### config.mk
export PLATFORM = sky130hd
export DESIGN_NAME = channel_4_noise_voice_flat
export DESIGN_NICKNAME = d
export VERILOG_FILES = /design/src/rtl/channel_4_noise_voice_pkg.sv /design/src/rtl/channel_4_noise_voice_if.sv /design/src/rtl/channel_4_noise_voice_lfsr.sv /design/src/rtl/channel_4_noise_voice.sv /design/src/flat_wrapper.sv
export SDC_FILE = /design/constraint.sdc
export NUM_CORES = 1
export LEC_CHECK = 0
export CORE_MARGIN = 10
export CORE_UTILIZATION = 30
export CTS_CLUSTER_DIAMETER = 30
export CTS_CLUSTER_SIZE = 16
export DETAILED_ROUTE_END_ITERATION = 7
export PLACE_DENSITY_LB_ADDON = 0.05
export SYNTH_ARGS = -nofsm -noshare
export SYNTH_HDL_FRONTEND = slang
export SYNTH_SLANG_ARGS = --single-unit
### constraint.sdc
create_clock -name i_clk -period 4.25 [get_ports i_clk]
set_input_delay 0.425 -clock i_clk [delete_from_list [all_inputs] [get_ports i_clk]]
set_output_delay 0.425 -clock i_clk [all_outputs]
set_load 0.01 [all_outputs]
### src/rtl/channel_4_noise_voice_pkg.sv
// Channel 4 noise voice: shared widths, LFSR seed/taps and the sign helper.
package channel_4_noise_voice_pkg;

  localparam int ACC_WIDTH    = 32;
  localparam int ENV_WIDTH    = 9;
  localparam int SAMPLE_WIDTH = ENV_WIDTH + 1;
  localparam int LFSR_WIDTH   = 15;

  // Must be nonzero: the feedback rule has no way out of the all-zero state.
  localparam logic [LFSR_WIDTH-1:0] LFSR_SEED = 15'h0001;

  localparam int LONG_TAP  = 1;
  localparam int SHORT_TAP = 6;

  // Zero-extend the envelope first so that negating the full 0x1FF still fits.
  function automatic logic [SAMPLE_WIDTH-1:0] apply_sign(input logic [ENV_WIDTH-1:0] env,
                                                         input logic negate);
    logic [SAMPLE_WIDTH-1:0] mag;
    mag = {1'b0, env};
    return negate ? -mag : mag;
  endfunction

endpackage

### src/rtl/channel_4_noise_voice_if.sv
// Sequencer-to-voice bus: strobe, note parameters in, mixer sample out.
interface channel_4_noise_voice_if;
  import channel_4_noise_voice_pkg::*;

  logic                    i_sample_stb;
  logic [ACC_WIDTH-1:0]    i_phase_delta;
  logic [ENV_WIDTH-1:0]    i_envelope;
  logic                    i_short_mode;
  logic [SAMPLE_WIDTH-1:0] o_sample;
  logic                    o_sample_valid;
  logic                    o_lfsr_stb;

  modport master (
    output i_sample_stb, i_phase_delta, i_envelope, i_short_mode,
    input  o_sample, o_sample_valid, o_lfsr_stb
  );

  modport slave (
    input  i_sample_stb, i_phase_delta, i_envelope, i_short_mode,
    output o_sample, o_sample_valid, o_lfsr_stb
  );

endinterface

### src/rtl/channel_4_noise_voice_lfsr.sv
// 15-bit NES-style noise LFSR; shifts right, feedback enters at bit 14.
module noise_lfsr15
  import channel_4_noise_voice_pkg::*;
(
  input  logic                  clk_i,
  input  logic                  rst_n_i,
  input  logic                  shift_en_i,
  input  logic                  short_mode_i,
  output logic [LFSR_WIDTH-1:0] state_o
);

  logic [LFSR_WIDTH-1:0] state_q, state_d;
  logic                  fb;

  // Feedback and next state; mode is read at shift time so a change never reseeds.
  always_comb begin
    fb      = state_q[0] ^ (short_mode_i ? state_q[SHORT_TAP] : state_q[LONG_TAP]);
    state_d = shift_en_i ? {fb, state_q[LFSR_WIDTH-1:1]} : state_q;
  end

  // State register; reset wins over a coincident shift request.
  always_ff @(posedge clk_i) begin
    if (!rst_n_i) state_q <= LFSR_SEED;
    else          state_q <= state_d;
  end

  assign state_o = state_q;

endmodule

### src/rtl/channel_4_noise_voice.sv
// Channel 4 noise voice: phase accumulator carry clocks the LFSR, LFSR bit 0
// signs the envelope. Two-stage pipeline: capture on strobe, sample one cycle later.
module channel_4_noise_voice
  import channel_4_noise_voice_pkg::*;
(
  input logic                    i_clk,
  input logic                    i_rst_n,
  channel_4_noise_voice_if.slave bus
);

  logic [ACC_WIDTH-1:0]    acc_q, acc_d;
  logic                    carry;
  logic                    shift_en;
  logic [LFSR_WIDTH-1:0]   lfsr_q;

  logic                    s1_valid_q;
  logic [ENV_WIDTH-1:0]    s1_env_q;
  logic                    s1_mute_q;

  logic [SAMPLE_WIDTH-1:0] sample_q, sample_d;
  logic                    sample_valid_q;
  logic                    lfsr_stb_q;

  // Modulo accumulator sum; the carry out is the LFSR clock.
  always_comb begin
    {carry, acc_d} = {1'b0, acc_q} + {1'b0, bus.i_phase_delta};
  end

  // A zero delta never carries, so mute freezes the LFSR without extra gating.
  assign shift_en = bus.i_sample_stb & carry;

  noise_lfsr15 u_lfsr (
    .clk_i        (i_clk),
    .rst_n_i      (i_rst_n),
    .shift_en_i   (shift_en),
    .short_mode_i (bus.i_short_mode),
    .state_o      (lfsr_q)
  );

  // Stage 1: advance accumulator and capture note parameters on the strobe.
  always_ff @(posedge i_clk) begin
    if (!i_rst_n) begin
      acc_q      <= '0;
      s1_valid_q <= 1'b0;
      s1_env_q   <= '0;
      s1_mute_q  <= 1'b0;
      lfsr_stb_q <= 1'b0;
    end else begin
      s1_valid_q <= bus.i_sample_stb;
      lfsr_stb_q <= shift_en;
      if (bus.i_sample_stb) begin
        acc_q     <= acc_d;
        s1_env_q  <= bus.i_envelope;
        s1_mute_q <= (bus.i_phase_delta == '0);
      end
    end
  end

  // Stage-2 value; lfsr_q here already reflects any shift from the captured strobe.
  always_comb begin
    sample_d = s1_mute_q ? '0 : apply_sign(s1_env_q, lfsr_q[0]);
  end

  // Stage 2: publish the sample and its one-cycle valid; hold between valids.
  always_ff @(posedge i_clk) begin
    if (!i_rst_n) begin
      sample_q       <= '0;
      sample_valid_q <= 1'b0;
    end else begin
      sample_valid_q <= s1_valid_q;
      if (s1_valid_q) sample_q <= sample_d;
    end
  end

  assign bus.o_sample       = sample_q;
  assign bus.o_sample_valid = sample_valid_q;
  assign bus.o_lfsr_stb     = lfsr_stb_q;

endmodule

### src/flat_wrapper.sv
// flat-port wrapper written by rule: the top's interface ports become plain ports
module channel_4_noise_voice_flat import channel_4_noise_voice_pkg::*;
  (i_clk, i_rst_n, bus_i_sample_stb, bus_i_phase_delta, bus_i_envelope, bus_i_short_mode, bus_o_sample, bus_o_sample_valid, bus_o_lfsr_stb);
  channel_4_noise_voice_if bus_i ();
  input logic i_clk;
  input logic i_rst_n;
  input wire logic [$bits(bus_i.i_sample_stb)-1:0] bus_i_sample_stb;
  input wire logic [$bits(bus_i.i_phase_delta)-1:0] bus_i_phase_delta;
  input wire logic [$bits(bus_i.i_envelope)-1:0] bus_i_envelope;
  input wire logic [$bits(bus_i.i_short_mode)-1:0] bus_i_short_mode;
  output wire logic [$bits(bus_i.o_sample)-1:0] bus_o_sample;
  output wire logic [$bits(bus_i.o_sample_valid)-1:0] bus_o_sample_valid;
  output wire logic [$bits(bus_i.o_lfsr_stb)-1:0] bus_o_lfsr_stb;
  assign bus_i.i_sample_stb = bus_i_sample_stb;
  assign bus_i.i_phase_delta = bus_i_phase_delta;
  assign bus_i.i_envelope = bus_i_envelope;
  assign bus_i.i_short_mode = bus_i_short_mode;
  assign bus_o_sample = bus_i.o_sample;
  assign bus_o_sample_valid = bus_i.o_sample_valid;
  assign bus_o_lfsr_stb = bus_i.o_lfsr_stb;
  channel_4_noise_voice u_core (.i_clk(i_clk), .i_rst_n(i_rst_n), .bus(bus_i));
endmodule
# ---- After elaboration in Yosys (flattened, before gate mapping)
# Index checks and enable logic that the tools add are counted.
dict set report word_totals {
  output_inout_bits 12
  ramBits 0
  inputBits 45
  elab_cells 16
  regBits 70
  n_memories 0
  latchBits 0
  romBits 0
}
dict set report op_classes {
  n_reduce_logical 1
  n_mux 3
  n_mul 0
  n_eq_ne 0
  add_sub_neg 2
  order_cmp 0
  div_mod_pow 0
  bitwise_logic 2
  n_shift 0
}
# operator n
set ops {}
lappend ops {{$add 32x32->33} 1}
lappend ops {{$logic_not 32->1} 1}
lappend ops {{$mux 10} 2}
lappend ops {{$neg 9->10} 1}
lappend ops {{$and 1x1->1} 1}
lappend ops {{$mux 1} 1}
lappend ops {{$xor 1x1->1} 1}

# ---- Depth between registers and ports, before layout
# Gate-level depths: netlist (run 1).
dict set report depth {
  word_depth 3
  mapped_depth 11
  ltp_nobuf 10
}

# ---- Modules after synthesis
# Synthesis (run 1) repeated with hierarchy kept, for this count alone.
dict set report unflattened {
  hier_cells 521
  area_unflattened_um2 4453.0
}
# module seq_area_each_um2 instances cells_each area_each_um2
set by_module_without_submodules {}
lappend by_module_without_submodules {channel_4_noise_voice 1101.1 1 470 3847.4}
lappend by_module_without_submodules {noise_lfsr15 300.3 1 51 605.6}

# ---- Least setup slack after synthesis (run 1)
# No wires, ideal clock.
dict set report synth_path {
  path_type {input port to flip-flop}
  startpoint {input bus_i_phase_delta[0]}
  endpoint {register u_core.u_lfsr.state_q[10], in the netlist u_core.u_lfsr.state_o[10]}
  cell_stages 11
  arrival_time_ns 2.675
  setup_slack_ns 1.503
  required_ns 4.178
  n_path_buf 1
  path_cell_list {ha_1 -> fa_1 -> a21o_2 -> nand4_2 -> a211oi_4 -> o21bai_4 -> a21oi_2 -> or2_4 -> a41oi_4 -> buf_8 -> mux2i_1}
}
dict set report synth_between {
  elab_chain_len 2
}
# item line
set synth_rtl {}
lappend synth_rtl {{start, declared} flat_wrapper.sv:8} ;# input wire logic [$bits(bus_i.i_phase_delta)-1:0] bus_i_phase_delta;
lappend synth_rtl {{$add 32x32->33} channel_4_noise_voice.sv:26} ;# {carry, acc_d} = {1'b0, acc_q} + {1'b0, bus.i_phase_delta};
lappend synth_rtl {{$and 1x1->1} channel_4_noise_voice.sv:30} ;# assign shift_en = bus.i_sample_stb & carry;
lappend synth_rtl {{end signal, assigned} channel_4_noise_voice_lfsr.sv:24} ;# else state_q <= state_d;
lappend synth_rtl {{end, declared} channel_4_noise_voice_lfsr.sv:12} ;# logic [LFSR_WIDTH-1:0] state_q, state_d;
# No other way between the ends.
# A chain may end at the register's enable or synchronous reset.

# ---- Worst setup path in the final report (run 1)
dict set report layout_path {
  startpoint {input bus_i_phase_delta[0]}
  endpoint {register u_core.u_lfsr.state_q[1], in the netlist u_core.u_lfsr.state_o[1]}
}
# The elaborated chain is that of the path after synthesis.

==> reports/metrics.sh, run 1 <==
CRITICAL-PATH-SLOWEST-CELL='a41oi_4'
FLOORPLAN_CORE_AREA_UM2=15300
MET3WIRELENGTH_UM=522
DPL.CELL_COUNT=785
WORST_PATH_LARGEST_CELL_DELAY_NS=0.66
CRITPATHLAUNCH='bus_i_phase_delta[0]'
P_SWITCHING_mW=0.782
MEAN_SYN_CELL_AREA_UM2=8.68
CAP_VIOL_MAX_COUNT=0
FINAL_CELL_AREA_UM2=5710
POSTLAYOUTSETUPSLACKWORST_NS=1.03
AREA_USED_BY_MULTI_INPUT_COMBINATIONAL_LOGIC_UM2=3030
TOTAL_NETS_FINAL=664
NUM-FILL-CELLS=1652
POWER.TOTAL_mW=2.51
LARGEST_NET_DEGREE_AT_THE_START_OF_GLOBAL_ROUTING=79
POST_DP_CELL_AREA_UM2=5340
YS_ASYNC_RST_SHARE=0
CLOCK_SKEW_NS=0.00819
HIGHEST_FANOUT_SEEN_ON_THE_CRITICAL_PATH=15
CRITICAL_PATH.ENDPOINT_TYPE='flip-flop'
CLOCK-ROOT-BUFFER='clkbuf_16'
VIAS=4091
POSTLAYOUTCOREUTIL=0.373
H-TREE-DEPTH=3
RESULT_OF_THE_RUN='complete, no violations'
FINALHOLDVIOLATIONS=0
CTS_TREE='built'
TIMING.SETUP.CRITICAL_PATH_CLASS='in2reg'
AREA_DELTA_SYNTH_FINAL_PCT=20.7
ROUTED.TOP_LAYER='met4'
GRT.OVERFLOW.TOTAL=0
SYNTH.YOSYS.SEQ_AREA_SHARE=0.296
GRT_USE_TOTAL=0.124
POWER_FRAC_COMB=0.311
VIA_COUNT_OF_THE_FIRST_GLOBAL_ROUTING_PASS=4034
FMAX_GHz=0.311
YS_TOP_CELLS_BY_AREA='dfxtp_1 (30%), mux2i_1 (9.1%), ha_1 (8.7%), nor2b_1 (4.8%), nand2_1 (4.4%)'
TIMING.FINAL.CRIT_SHARE=0.757
SYNTHDISTINCTLIBCELLS=65
LAYOUT_COMMONEST_CELL='dfxtp_1'
POWER.LEAKAGE_nW=2.41
SYNTH_TOP_AREA_CELL='dfxtp_1'
CLKSLEWWORSTSETUPHOLDPATHS_NS=0.06
POWER_REPORT.INTERNAL_TOTAL_mW=1.72
POWER_FRAC_CLOCK=0.382
POWER_FRAC_SEQ=0.307
CRITPATHBUFINV=1
FP.DIEAREA_UM2=21200
MIN-DELAY-PATH-CLASS='reg2reg'
IO_PINS=57
SYNTH_COMPOUND_GATE_AREA_SHARE=0.193
SYNTH.NET_COUNT=624
INITIAL_CORE_UTIL=0.309
FINALMAXSLEWVIOLATIONS=0
SYNTH_SEQ_CELLS=70
SETUP-VIOLATIONS-FINAL=0
CRITICAL_PATH.STARTPOINT_TYPE='primary input'
CTS_INSERTED_BUFFERS=9
N_ANTENNA_CELL=0
UNREPAIRED_SETUP_ENDPOINTS_AFTER_GLOBAL_ROUTING='no'
YS.FLOP_TYPE='dfxtp_1'
LARGEST_FAMILY_OF_LOGIC_CELLS_BY_SYNTHESIZED_AREA='simple AND/OR/NAND/NOR gates'
SETUP_TNS_NS=0
DRT-TOTAL-WL_MM=12.9
DIE_HEIGHT_UM=146
NETLIST_INSTANCES=545
CP.REQUIRED_NS=4.51
CTS.HOLD.BUFFERS_ADDED=0
MIN_FROM='u_core.u_lfsr.state_o[7]'
FLOORPLAN.DIE.WIDTH_UM=146
GRT_PASS1_WL_MM=21.3
TIMING_WORST_SLEW_PIN_VALUE_NS=0.796
POWER_SWITCHING_SHARE=0.312
AREA.SEQUENTIAL_UM2=1400
DRT_FIRST_PASS_ITERS=4
R2R_START='u_core.acc_q[0]'
NUMBER_OF_FLOPS_MAPPED_TO_ENABLE_CELLS_BY_YOSYS=0
HOLD_SLACK_NS=0.464
MOST_USED_CELLS_IN_THE_LAYOUT_EXCLUDING_FILL_AND_TAP_CELLS='dfxtp_1 (70), nand2_1 (55), clkdlybuf4s50_1 (54), mux2i_1 (43)'
RRSETUPSLACK_NS=1.29
CTS_POST_SETUP_BUFFERS_INSERTED=0
SYNTH_AREA_UM2=4730
FINAL_CELL_COUNT_NO_FILL=801
CLK_LATENCY_NS=0.34
CTS.PATH.MAX_BUFFERS=2
ADDER_AND_MAJORITY_GATE_PORTION_OF_THE_SYNTHESIZED_AREA=0.0915
POWER.IR.VDD_WORST_mV=0.231
TRITONCTS_NUM_SINKS=70
DRC=0
GP_CONGESTION=0.796
PATH_DELAY_FAMILY='compound AO/OA/AOI/OAI gates'
SYNTHESIS.YOSYS.WARNINGS=0
CRIT_CHAIN='clkdlybuf4s50_1 > ha_1 > fa_1 > a21o_2 > nand4_2 > a211oi_4 > o21bai_4 > a21oi_2 > or2_4 > a41oi_4 > mux2i_1'
P_PER_AREA_nW_PER_UM2=439
MUXSHAREOFSYNTHAREA=0.0910
YOSYS.AREA_SHARE.SIMPLE=0.210
ROUTE.LAYER.MET1.WL_MM=6.32
ANTENNA_FOUND_INITIAL=0
PORTBUFFERS=56
AVGVIACOUNTPERCELL=5.11
ROUTE.DETAILED.WL_PER_INST_UM=16.2
MET2_WIRELENGTH_MM=5.92
SYNTHXORXNORAREAFRAC=0.0555
DETAILEDPLACEMENTHPWL_MM=9.67
FINALWORSTPATHREQUIREDPERIOD_NS=3.22
FIRST_ITER_VIOLATIONS=211
DRIVE_ABOVE_1_SHARE=0.0542
WORST_SLEW_MARGIN_REL=0.456
PLACEMENT_ROWS=45
TIMING.CRITICAL_PATH.ARRIVAL_NS=3.48
SYNTH_TOP_AREA_SHARE=0.296
PRECTSSETUPSLACK_NS=0.693
CTS-RESIZED-GATES=0
ANTENNA_VIOLATING_NETS_POST_ROUTE=0
-- path summary, 6_finish.rpt --
check,to,depth (start not counted)
worst max register to register,u_core.u_lfsr.state_o[1],10
worst min-delay path,u_core.u_lfsr.state_o[6],2
worst min register to register,u_core.u_lfsr.state_o[6],2
worst max-delay path,u_core.u_lfsr.state_o[1],11
-- logic make-up after synthesis --
| group | count (synthesis) |
|---|---|
| AOI/OAI and AO/OA | 131 |
| xor gates and xnor gates | 30 |
| adders and majority gates | 34 |
| buffers and inverters | 48 |
| DFF | 70 |
| muxes | 43 |
| and+or+nand+nor | 189 |
-- flip-flops by register name (all words and copies together) (netlist names) --
| signal | cells |
|---|---|
| u_core.acc_q | 32 |
| u_core.u_lfsr.state_o | 15 |
| u_core.bus.o_sample | 10 |
| u_core.s1_env_q | 9 |
| u_core.bus.o_lfsr_stb | 1 |
| u_core.bus.o_sample_valid | 1 |
| u_core.s1_mute_q | 1 |
| u_core.s1_valid_q | 1 |
-- final cells by class --
cell class,count,share of cell area
tap,211,0.0463
sequential,70,0.246
multi-input combinational,427,0.532
inverter,19,0.0125
clock inverter,5,0.0226
timing repair buffer,58,0.0991
clock buffer,11,0.0425
-- cell usage after synthesis, types with 4 or more instances --
cell      number
a21o_1        15
and4_1         4
and2_1        10
ha_1          33
and3_1         6
nor2_1        23
nor3_1         6
o22ai_1       10
nand4_1       12
a211oi_1       4
buf_6          4
nand2b_1       4
o21bai_1       5
nand3_1       15
nand2_1       55
o21ai_0       22
xnor2_1       20
a21oi_1       36
xor2_1        10
clkbuf_1      14
nor4_1         7
dfxtp_1       70
o31ai_1        6
mux2i_1       43
nor2b_1       36
inv_1         18
-- routing by layer --
layer,vias up,global-route usage
met3,13,0.0407
met2,72,0.196
met5,-,0
met4,0,0.0324
li1,2050,-
met1,1956,0.159
-- worst reg2reg max path, cell delays in order, from the launching register on --
cell and delay (ns):
dfxtp_1 0.31, ha_1 0.22, fa_1 0.41, a21o_2 0.25
nand4_2 0.13, a211oi_4 0.10, o21bai_4 0.17, a21oi_2 0.08
or2_4 0.29, a41oi_4 0.66, mux2i_1 0.27
-- power by group through the flow --
| stage | Clock (mW) | Combinational [mW] | Sequential, mW |
|---|---|---|---|
| after floorplan | 0 | 0.622 | 0.771 |
| after global placement | 0 | 0.778 | 0.781 |
| after detailed placement | 0 | 0.780 | 0.783 |
| after CTS | 0.989 | 0.785 | 0.769 |
| after global routing | 1.02 | 0.876 | 0.779 |
| final | 0.958 | 0.780 | 0.769 |
Note: power is estimated with default switching activity, not from simulation.
==> run 2, diff against run 1 <==
Clock period 4.25 ns to 3.3 ns, I/O delays scaled along.
==> run 2 against run 1 <==
Final area about the same. Utilization barely moved. Clock skew is essentially flat. Sequential share of layout area hardly changed. Clock-buffer cell count unchanged. Cell count up 1.0%. Die area unchanged. Non-clock buffer count grew 8. Total power increased by 21%.
==> reports/metrics.sh, run 2 (same netlist as run 1, synthesis figures left out) <==
RESULT_OF_THE_RUN='complete, no violations'
DRC=0
ANTENNA_FOUND_INITIAL=0
ROUTE.DETAILED.WL_PER_INST_UM=16.2
AREA_DELTA_SYNTH_FINAL_PCT=20.7
CRITICAL_PATH.ENDPOINT_TYPE='flip-flop'
PLACEMENT_ROWS=45
POWER_FRAC_SEQ=0.328
LARGEST_REGISTER='u_core.acc_q'
INITIAL_CORE_UTIL=0.309
DETAILEDPLACEMENTHPWL_MM=9.72
TIMING_WORST_SLEW_PIN_VALUE_NS=0.745
SETUP-VIOLATIONS-FINAL=0
POWER.IR.VDD_WORST_mV=0.220
CTS_POST_SETUP_BUFFERS_INSERTED=0
GRT.OVERFLOW.TOTAL=0
FLOORPLAN_CORE_AREA_UM2=15300
TIMING.SETUP.CRITICAL_PATH_CLASS='in2reg'
CTS_TREE='built'
PORTBUFFERS=56
DRIVE_ABOVE_1_SHARE=0.0669
LARGEST_NET_DEGREE_AT_THE_START_OF_GLOBAL_ROUTING=79
AVGVIACOUNTPERCELL=4.99
CP.REQUIRED_NS=3.57
SETUP_TNS_NS=0
CLKSLEWWORSTSETUPHOLDPATHS_NS=0.06
MOST_USED_CELLS_IN_THE_LAYOUT_EXCLUDING_FILL_AND_TAP_CELLS='dfxtp_1 (70), nand2_1 (55), clkdlybuf4s50_1 (54), mux2i_1 (43)'
H-TREE-DEPTH=3
P_PER_AREA_nW_PER_UM2=529
ANTENNA_VIOLATING_NETS_POST_ROUTE=0
UNREPAIRED_SETUP_ENDPOINTS_AFTER_GLOBAL_ROUTING='no'
DRT-TOTAL-WL_MM=13.1
POWER_FRAC_COMB=0.342
TIMING.CRITICAL_PATH.ARRIVAL_NS=3.06
WORST_SLEW_MARGIN_REL=0.503
NUM-FILL-CELLS=1635
VIA_COUNT_OF_THE_FIRST_GLOBAL_ROUTING_PASS=4147
DPL.CELL_COUNT=793
VIAS=4036
FIRST_ITER_VIOLATIONS=225
FINALMAXSLEWVIOLATIONS=0
FMAX_GHz=0.357
FINALHOLDVIOLATIONS=0
IO_PINS=57
TIMING.FINAL.CRIT_SHARE=0.848
N_ANTENNA_CELL=0
GP_CONGESTION=0.800
CTS-RESIZED-GATES=0
FINALWORSTPATHREQUIREDPERIOD_NS=2.80
TRITONCTS_NUM_SINKS=70
FLOORPLAN.DIE.WIDTH_UM=146
GRT_PASS1_WL_MM=21.9
P_SWITCHING_mW=1.01
GRT_USE_TOTAL=0.126
CRITICAL_PATH.STARTPOINT_TYPE='primary input'
DRT_FIRST_PASS_ITERS=4
LARGEST_REGISTER_FFS=32
POWER_SWITCHING_SHARE=0.336
LAYOUT_COMMONEST_CELL='dfxtp_1'
CTS.HOLD.BUFFERS_ADDED=0
MIN-DELAY-PATH-CLASS='reg2reg'
DIE_HEIGHT_UM=146
CTS_INSERTED_BUFFERS=9
FINAL_CELL_COUNT_NO_FILL=809
CAP_VIOL_MAX_COUNT=0
FP.DIEAREA_UM2=21200
POWER.LEAKAGE_nW=2.43
TOTAL_NETS_FINAL=672
CLK_LATENCY_NS=0.34
CLOCK-ROOT-BUFFER='clkbuf_16'
POWER_REPORT.INTERNAL_TOTAL_mW=2.01
POWER_FRAC_CLOCK=0.330
CLOCK_SKEW_NS=0.00824
HIGHEST_FANOUT_SEEN_ON_THE_CRITICAL_PATH=15
CTS.PATH.MAX_BUFFERS=2
-- run 2: changes by cell type in the layout (fill, tap and decap cells not counted), sizes merged --
cell	delta
buf	+8
bufinv	-3
clkinv	+3
-- run 2: power by group through the flow --
stage / sequential [mW] / combinational, mW / clock (mW)
2_1_floorplan: 0.993 / 0.801 / 0
4_1_cts: 0.990 / 1.04 / 1.03
6_report: 0.990 / 1.03 / 0.997
5_1_grt: 1.00 / 1.16 / 1.07
3_3_place_gp: 1.01 / 1.04 / 0
3_5_place_dp: 1.01 / 1.03 / 0
-- run 2: through the flow --
stage               instance area (µm²)   util  hold slack, ns  setup WS (ns)  total power, mW
global route                       5710  0.373           0.495          0.287             3.23
CTS                                5710  0.373           0.471          0.506             3.06
finish                             5710  0.373           0.468          0.502             3.02
global placement                   5410  0.353           0.450          0.172             2.04
floorplan                          4730      -           0.443          0.648             1.79
detailed placement                 5410  0.353           0.462          0.162             2.04
-- run 2: final cells by class --
type / count / area (µm²) / share of cell area
clock buffer: 11 / 243 / 0.0425
multi-input combinational: 427 / 3030 / 0.531
clock inverter: 5 / 57.6 / 0.0101
timing repair buffer: 66 / 638 / 0.112
inverter: 19 / 71.3 / 0.0125
tap: 211 / 264 / 0.0462
sequential: 70 / 1400 / 0.245
-- run 2: per-layer routing --
layer	track usage	vias to the layer above	wire [µm]
li1	-	2057	-
met1	0.166	1905	6570
met2	0.197	60	5940
met3	0.0332	14	446
met4	0.0374	0	155
met5	0	-	0
-- run 2: final timing paths --
| check | start | end | slack, ns | cells past startpoint |
|---|---|---|---|---|
| setup reg to reg | u_core.acc_q[0] | u_core.u_lfsr.state_o[2] | 0.66 | 11 |
| hold / removal | u_core.u_lfsr.state_o[12] | u_core.u_lfsr.state_o[11] | 0.47 | 2 |
| hold reg to reg | u_core.u_lfsr.state_o[12] | u_core.u_lfsr.state_o[11] | 0.47 | 2 |
| setup / recovery | bus_i_phase_delta[0] | u_core.u_lfsr.state_o[2] | 0.50 | 12 |
-- run 2: worst max-delay path: stages --
cell	delay, ns
clkdlybuf4s50_1	0.44
ha_1	0.26
fa_1	0.40
a21o_2	0.24
nand4_2	0.13
a211oi_4	0.10
o21bai_4	0.16
a21oi_2	0.07
or2_4	0.27
a41oi_4	0.24
buf_12	0.19
mux2i_1	0.20
==> variant 1: new RTL, flow settings as in run 1 <==
Change the package constant `ENV_WIDTH` from 9 to 18.
--- a/src/rtl/channel_4_noise_voice_pkg.sv
+++ b/src/rtl/channel_4_noise_voice_pkg.sv
@@ -4,3 +4,3 @@
   localparam int ACC_WIDTH    = 32;
-  localparam int ENV_WIDTH    = 9;
+  localparam int ENV_WIDTH    = 18;
   localparam int SAMPLE_WIDTH = ENV_WIDTH + 1;
Ports: changed (resized bus_i_envelope and bus_o_sample); port bits go from 57 to 75. The function was not compared with the original's and may differ.
==> variant 1 against run 1 <==
Via count is 17% higher. Area after synthesis rose by 15%. Sequential cell count rose by 18. Non-clock buffer count up 22. Power grew 1.8%. Synthesized cell count is 21% higher. Clock power is 20% lower. Count of clock-buffer cells in the layout shrank 1. First-iteration DRC count fell by 4.3%. Sequential share of layout area up 2.2 points. Worst setup slack improved by 34 ps. Cell area up 15%. Routed wire length rose by 16%. Largest power group is now sequential cells.
==> variant 1: results (changes against run 1) <==
| Metric | Value |
|---|---|
| Max_slew headroom | 0.429 (was 0.456) |
| GRT Total Usage | 0.125 (was 0.124) |
| WP data arrival | 3450 ps (was 3480 ps) |
| Yosys cell types | 61 (was 65) |
| Largest net degree at the start of global routing | 96 (was 79) |
| Area of the multi-input gates | 3370 sq um (was 3030 sq um) |
| Vias in the first global route | 4,642 (was 4,034) |
| DP Area | 6310 sq um (was 5340 sq um) |
| Multi-In Gates | 501 (was 427) |
| Synth Register Bits | 88 (was 70) |
| Syn Area/Cell | 8.21 sq um (was 8.68 sq um) |
| Non-clock buffering overhead | 0.118 (was 0.0991) |
| Hpwl dp | 11,100 microns (was 9670 microns) |
| Clk tree area frac | 0.0426 (was 0.0651) |
| Post-route non-filler standard cell count | 945 (was 801) |
| Largest cells by area after synthesis | dfxtp_1 (32%), ha_1 (7.6%), mux2i_1 (5.5%), nor2b_1 (4.4%), xor2_1 (3.7%) (was dfxtp_1 (30%), mux2i_1 (9.1%), ha_1 (8.7%), nor2b_1 (4.8%), nand2_1 (4.4%)) |
| Inverters excl. clock | 31 (was 19) |
| Cell Area, Synth | 5430 sq um (was 4730 sq um) |
| Status | finished clean (unchanged) |
| DR WL/cell | 15.9 microns (was 16.2 microns) |
| Signal buffers | 80 (was 58) |
| Nets@finish | 799 (was 664) |
| Post-synth top cells | dfxtp_1 (88), nand2_1 (43), nand3_1 (38), nor2b_1 (38), a21oi_1 (37) (was dfxtp_1 (70), nand2_1 (55), mux2i_1 (43), a21oi_1 (36), nor2b_1 (36)) |
| Placer Congestion | 0.824 (was 0.796) |
| P_clk | 0.771 mW (was 0.958 mW) |
| Placed Cells incl. Taps | 929 (was 785) |
| Filler cells | 1,873 (was 1,652) |
| Clkbuf count | 10 (was 11) |
| NetSw | 0.868 mW (was 0.782 mW) |
| Final core occ | 0.368 (was 0.373) |
| R2r setup slk | 1320 ps (was 1290 ps) |
| Seq power | 0.960 mW (was 0.769 mW) |
| Fraction of area in registers | 0.267 (was 0.246) |
| CP peak stage delay | 490 ps (was 660 ps) |
## variant 1: worst paths after layout
path,startpoint,end,depth (start not counted)
setup reg to reg,u_core.acc_q[0],u_core.u_lfsr.state_o[1],11
hold / removal,u_core.u_lfsr.state_o[12],u_core.u_lfsr.state_o[12],2
hold reg to reg,u_core.u_lfsr.state_o[12],u_core.u_lfsr.state_o[12],2
setup / recovery,bus_i_phase_delta[0],u_core.u_lfsr.state_o[1],12
## variant 1: layer usage
layer | share of wire | wire length, microns | global-route usage
met5 | 0 | 0 | 0
met4 | 0.022 | 329 | 0.0414
met3 | 0.041 | 615 | 0.0344
met2 | 0.47 | 7000 | 0.205
met1 | 0.47 | 7090 | 0.155
## variant 1: cells by family after synthesis
group | synth area share
compound gates | 0.193
xor+xnor | 0.0597
fa+ha+maj | 0.0798
buf+inv | 0.0553
flops | 0.325
mux | 0.0553
simple gates | 0.233
==> variant 2: new RTL, config.mk and constraints of run 1 <==
Made on the original files. Make the reset (`i_rst_n` and `rst_n_i`) asynchronous in 3 clocked blocks.
--- a/src/rtl/channel_4_noise_voice_lfsr.sv
+++ b/src/rtl/channel_4_noise_voice_lfsr.sv
@@ -21,3 +21,3 @@
   // State register; reset wins over a coincident shift request.
-  always_ff @(posedge clk_i) begin
+  always_ff @(posedge clk_i or negedge rst_n_i) begin
     if (!rst_n_i) state_q <= LFSR_SEED;
--- a/src/rtl/channel_4_noise_voice.sv
+++ b/src/rtl/channel_4_noise_voice.sv
@@ -40,3 +40,3 @@
   // Stage 1: advance accumulator and capture note parameters on the strobe.
-  always_ff @(posedge i_clk) begin
+  always_ff @(posedge i_clk or negedge i_rst_n) begin
     if (!i_rst_n) begin
@@ -64,3 +64,3 @@
   // Stage 2: publish the sample and its one-cycle valid; hold between valids.
-  always_ff @(posedge i_clk) begin
+  always_ff @(posedge i_clk or negedge i_rst_n) begin
     if (!i_rst_n) begin
Formal check against the unedited RTL: differs if i_rst_n is asserted again (counterexample within 4 cycles, from zero or initial values and one cycle with i_rst_n low); with i_rst_n held inactive, the same outputs for 4 cycles.
==> variant 2 against run 1 <==
Synthesized cell count is 14% lower. Cell area hardly changed. Sequential share of layout area is 6.1 points higher. Fmax is 2.3% lower. Cell count is 8.9% lower. Sequential cell count stayed put. Area after synthesis is 1.1% lower. Routed wire length is 4.5% lower. Worst setup slack worse by 75 ps. Critical path type unchanged. Critical endpoint is now u_core.u_lfsr.state_o[2].
Power is not compared: it rests on default switching activity, and its combinational part moved more than twofold at a synthesized area within 25%.
==> variant 2: results (changes against run 1) <==
| Metric | Value |
|---|---|
| Status | finished clean (unchanged) |
| Max_slew headroom | 0.380 (was 0.456) |
| Post-cts sizing count | 0 (unchanged) |
| DR WL/cell | 16.9 microns (was 16.2 microns) |
| Multi-In Gates | 356 (was 427) |
| Share of layout cells above drive strength 1 | 0.141 (was 0.0542) |
| Largest cells by area after synthesis | dfrtp_1 (37%), mux2_2 (9.1%), ha_1 (8.8%), a21oi_1 (4.0%), xnor2_1 (3.7%) (was dfxtp_1 (30%), mux2i_1 (9.1%), ha_1 (8.7%), nor2b_1 (4.8%), nand2_1 (4.4%)) |
| Vias in the first global route | 3,866 (was 4,034) |
| Critical Path Sink | u_core.u_lfsr.state_o[2] (was u_core.u_lfsr.state_o[1]) |
| First-pass GRT wire length | 20,500 microns (was 21,300 microns) |
| Min Hold Slack | 226 ps (was 464 ps) |
| CP max FO | 16 (was 15) |
| Leak | 2.45 nW |
| WP data arrival | 3510 ps (was 3480 ps) |
| Signal buffers | 57 (was 58) |
| Slowest CP cell | o21ai_4 (was a41oi_4) |
| Number of antenna violations at the first check in global routing | 0 (unchanged) |
| Placed Cells incl. Taps | 714 (was 785) |
| Vias/cell | 4.96 (was 5.11) |
| Worst Skew | 7.95 ps (was 8.19 ps) |
| Routed vias | 3,624 (was 4,091) |
| GRT Total Usage | 0.125 (was 0.124) |
| Post-synthesis sequential area ratio | 0.375 (was 0.296) |
| Placer Congestion | 0.863 (was 0.796) |
| Syn Inst Count | 470 (was 545) |
| Fraction of area in multi-input gates | 0.482 (was 0.532) |
| Largest reg by FF count | u_core.acc_q (unchanged) |
| Tightest Hold Check Type | primary input to asynchronous set/reset pin (was register to register) |
| Seq cells | 70 (unchanged) |
| Clkbuf count | 10 (was 11) |
| R2r setup slk | 1150 ps (was 1290 ps) |
| Net Count, Synth | 549 (was 624) |
| Non-clock buffering overhead | 0.0981 (was 0.0991) |
| Nets@finish | 593 (was 664) |
| Initial DRC Count | 240 (was 211) |
| Path depth of the worst reg2reg path | 9 (was 10) |
| Worst-path clk slew | 60 ps (about the same) |
| Largest net degree at the start of global routing | 71 (was 79) |
| Post-synth top cells | dfrtp_1 (69), mux2_2 (38), a21oi_1 (37), ha_1 (33), nand2_1 (33) (was dfxtp_1 (70), nand2_1 (55), mux2i_1 (43), a21oi_1 (36), nor2b_1 (36)) |
| Inverters excl. clock | 20 (was 19) |
| Fin crit share | 0.775 (was 0.757) |
| DP Area | 5400 sq um (was 5340 sq um) |
| Yosys cell types | 58 (was 65) |
| CP peak stage delay | 520 ps (was 660 ps) |
| Top FF cell, synth | dfrtp_1 (was dfxtp_1) |
| Pre-CTS WS | 608 ps (was 693 ps) |
| Worst R2R Start | u_core.acc_q[0] (unchanged) |
| Hpwl dp | 9420 microns (was 9670 microns) |
| Async SR Flop Fraction | 1.00 (was 0) |
| Filler cells | 1,561 (was 1,652) |
| Fraction of area in registers | 0.307 (was 0.246) |
| Post-CTS setup buffer count | 0 (unchanged) |
| Clk tree area frac | 0.0539 (was 0.0651) |
variant 2: per-layer routing:
metal	vias up	track usage	routed length, microns
met5	-	0	0
met4	0	0.0543	237
met3	13	0.0267	587
met2	72	0.182	5260
met1	1717	0.172	6280
li1	1822	-	-
variant 2: kinds of logic (layout without fill, tap and decap cells):
kind of cell / after synthesis / in the layout / synth area share
buf+inv: 44 / 93 / 0.0369
compound gates: 134 / 134 / 0.194
fa+ha+maj: 34 / 34 / 0.0926
mux: 51 / 51 / 0.129
flops: 70 / 70 / 0.375
xor+xnor: 35 / 35 / 0.0655
simple gates: 102 / 102 / 0.107
variant 2: power by group through the flow:
stage	Sequential, mW	Clock, mW	Combinational [mW]
global route	0.982	0.839	2.25
CTS	0.957	0.813	2.01
finish	0.955	0.784	2.00
floorplan	0.950	0	1.53
global placement	0.963	0	1.99
detailed placement	0.969	0	1.99
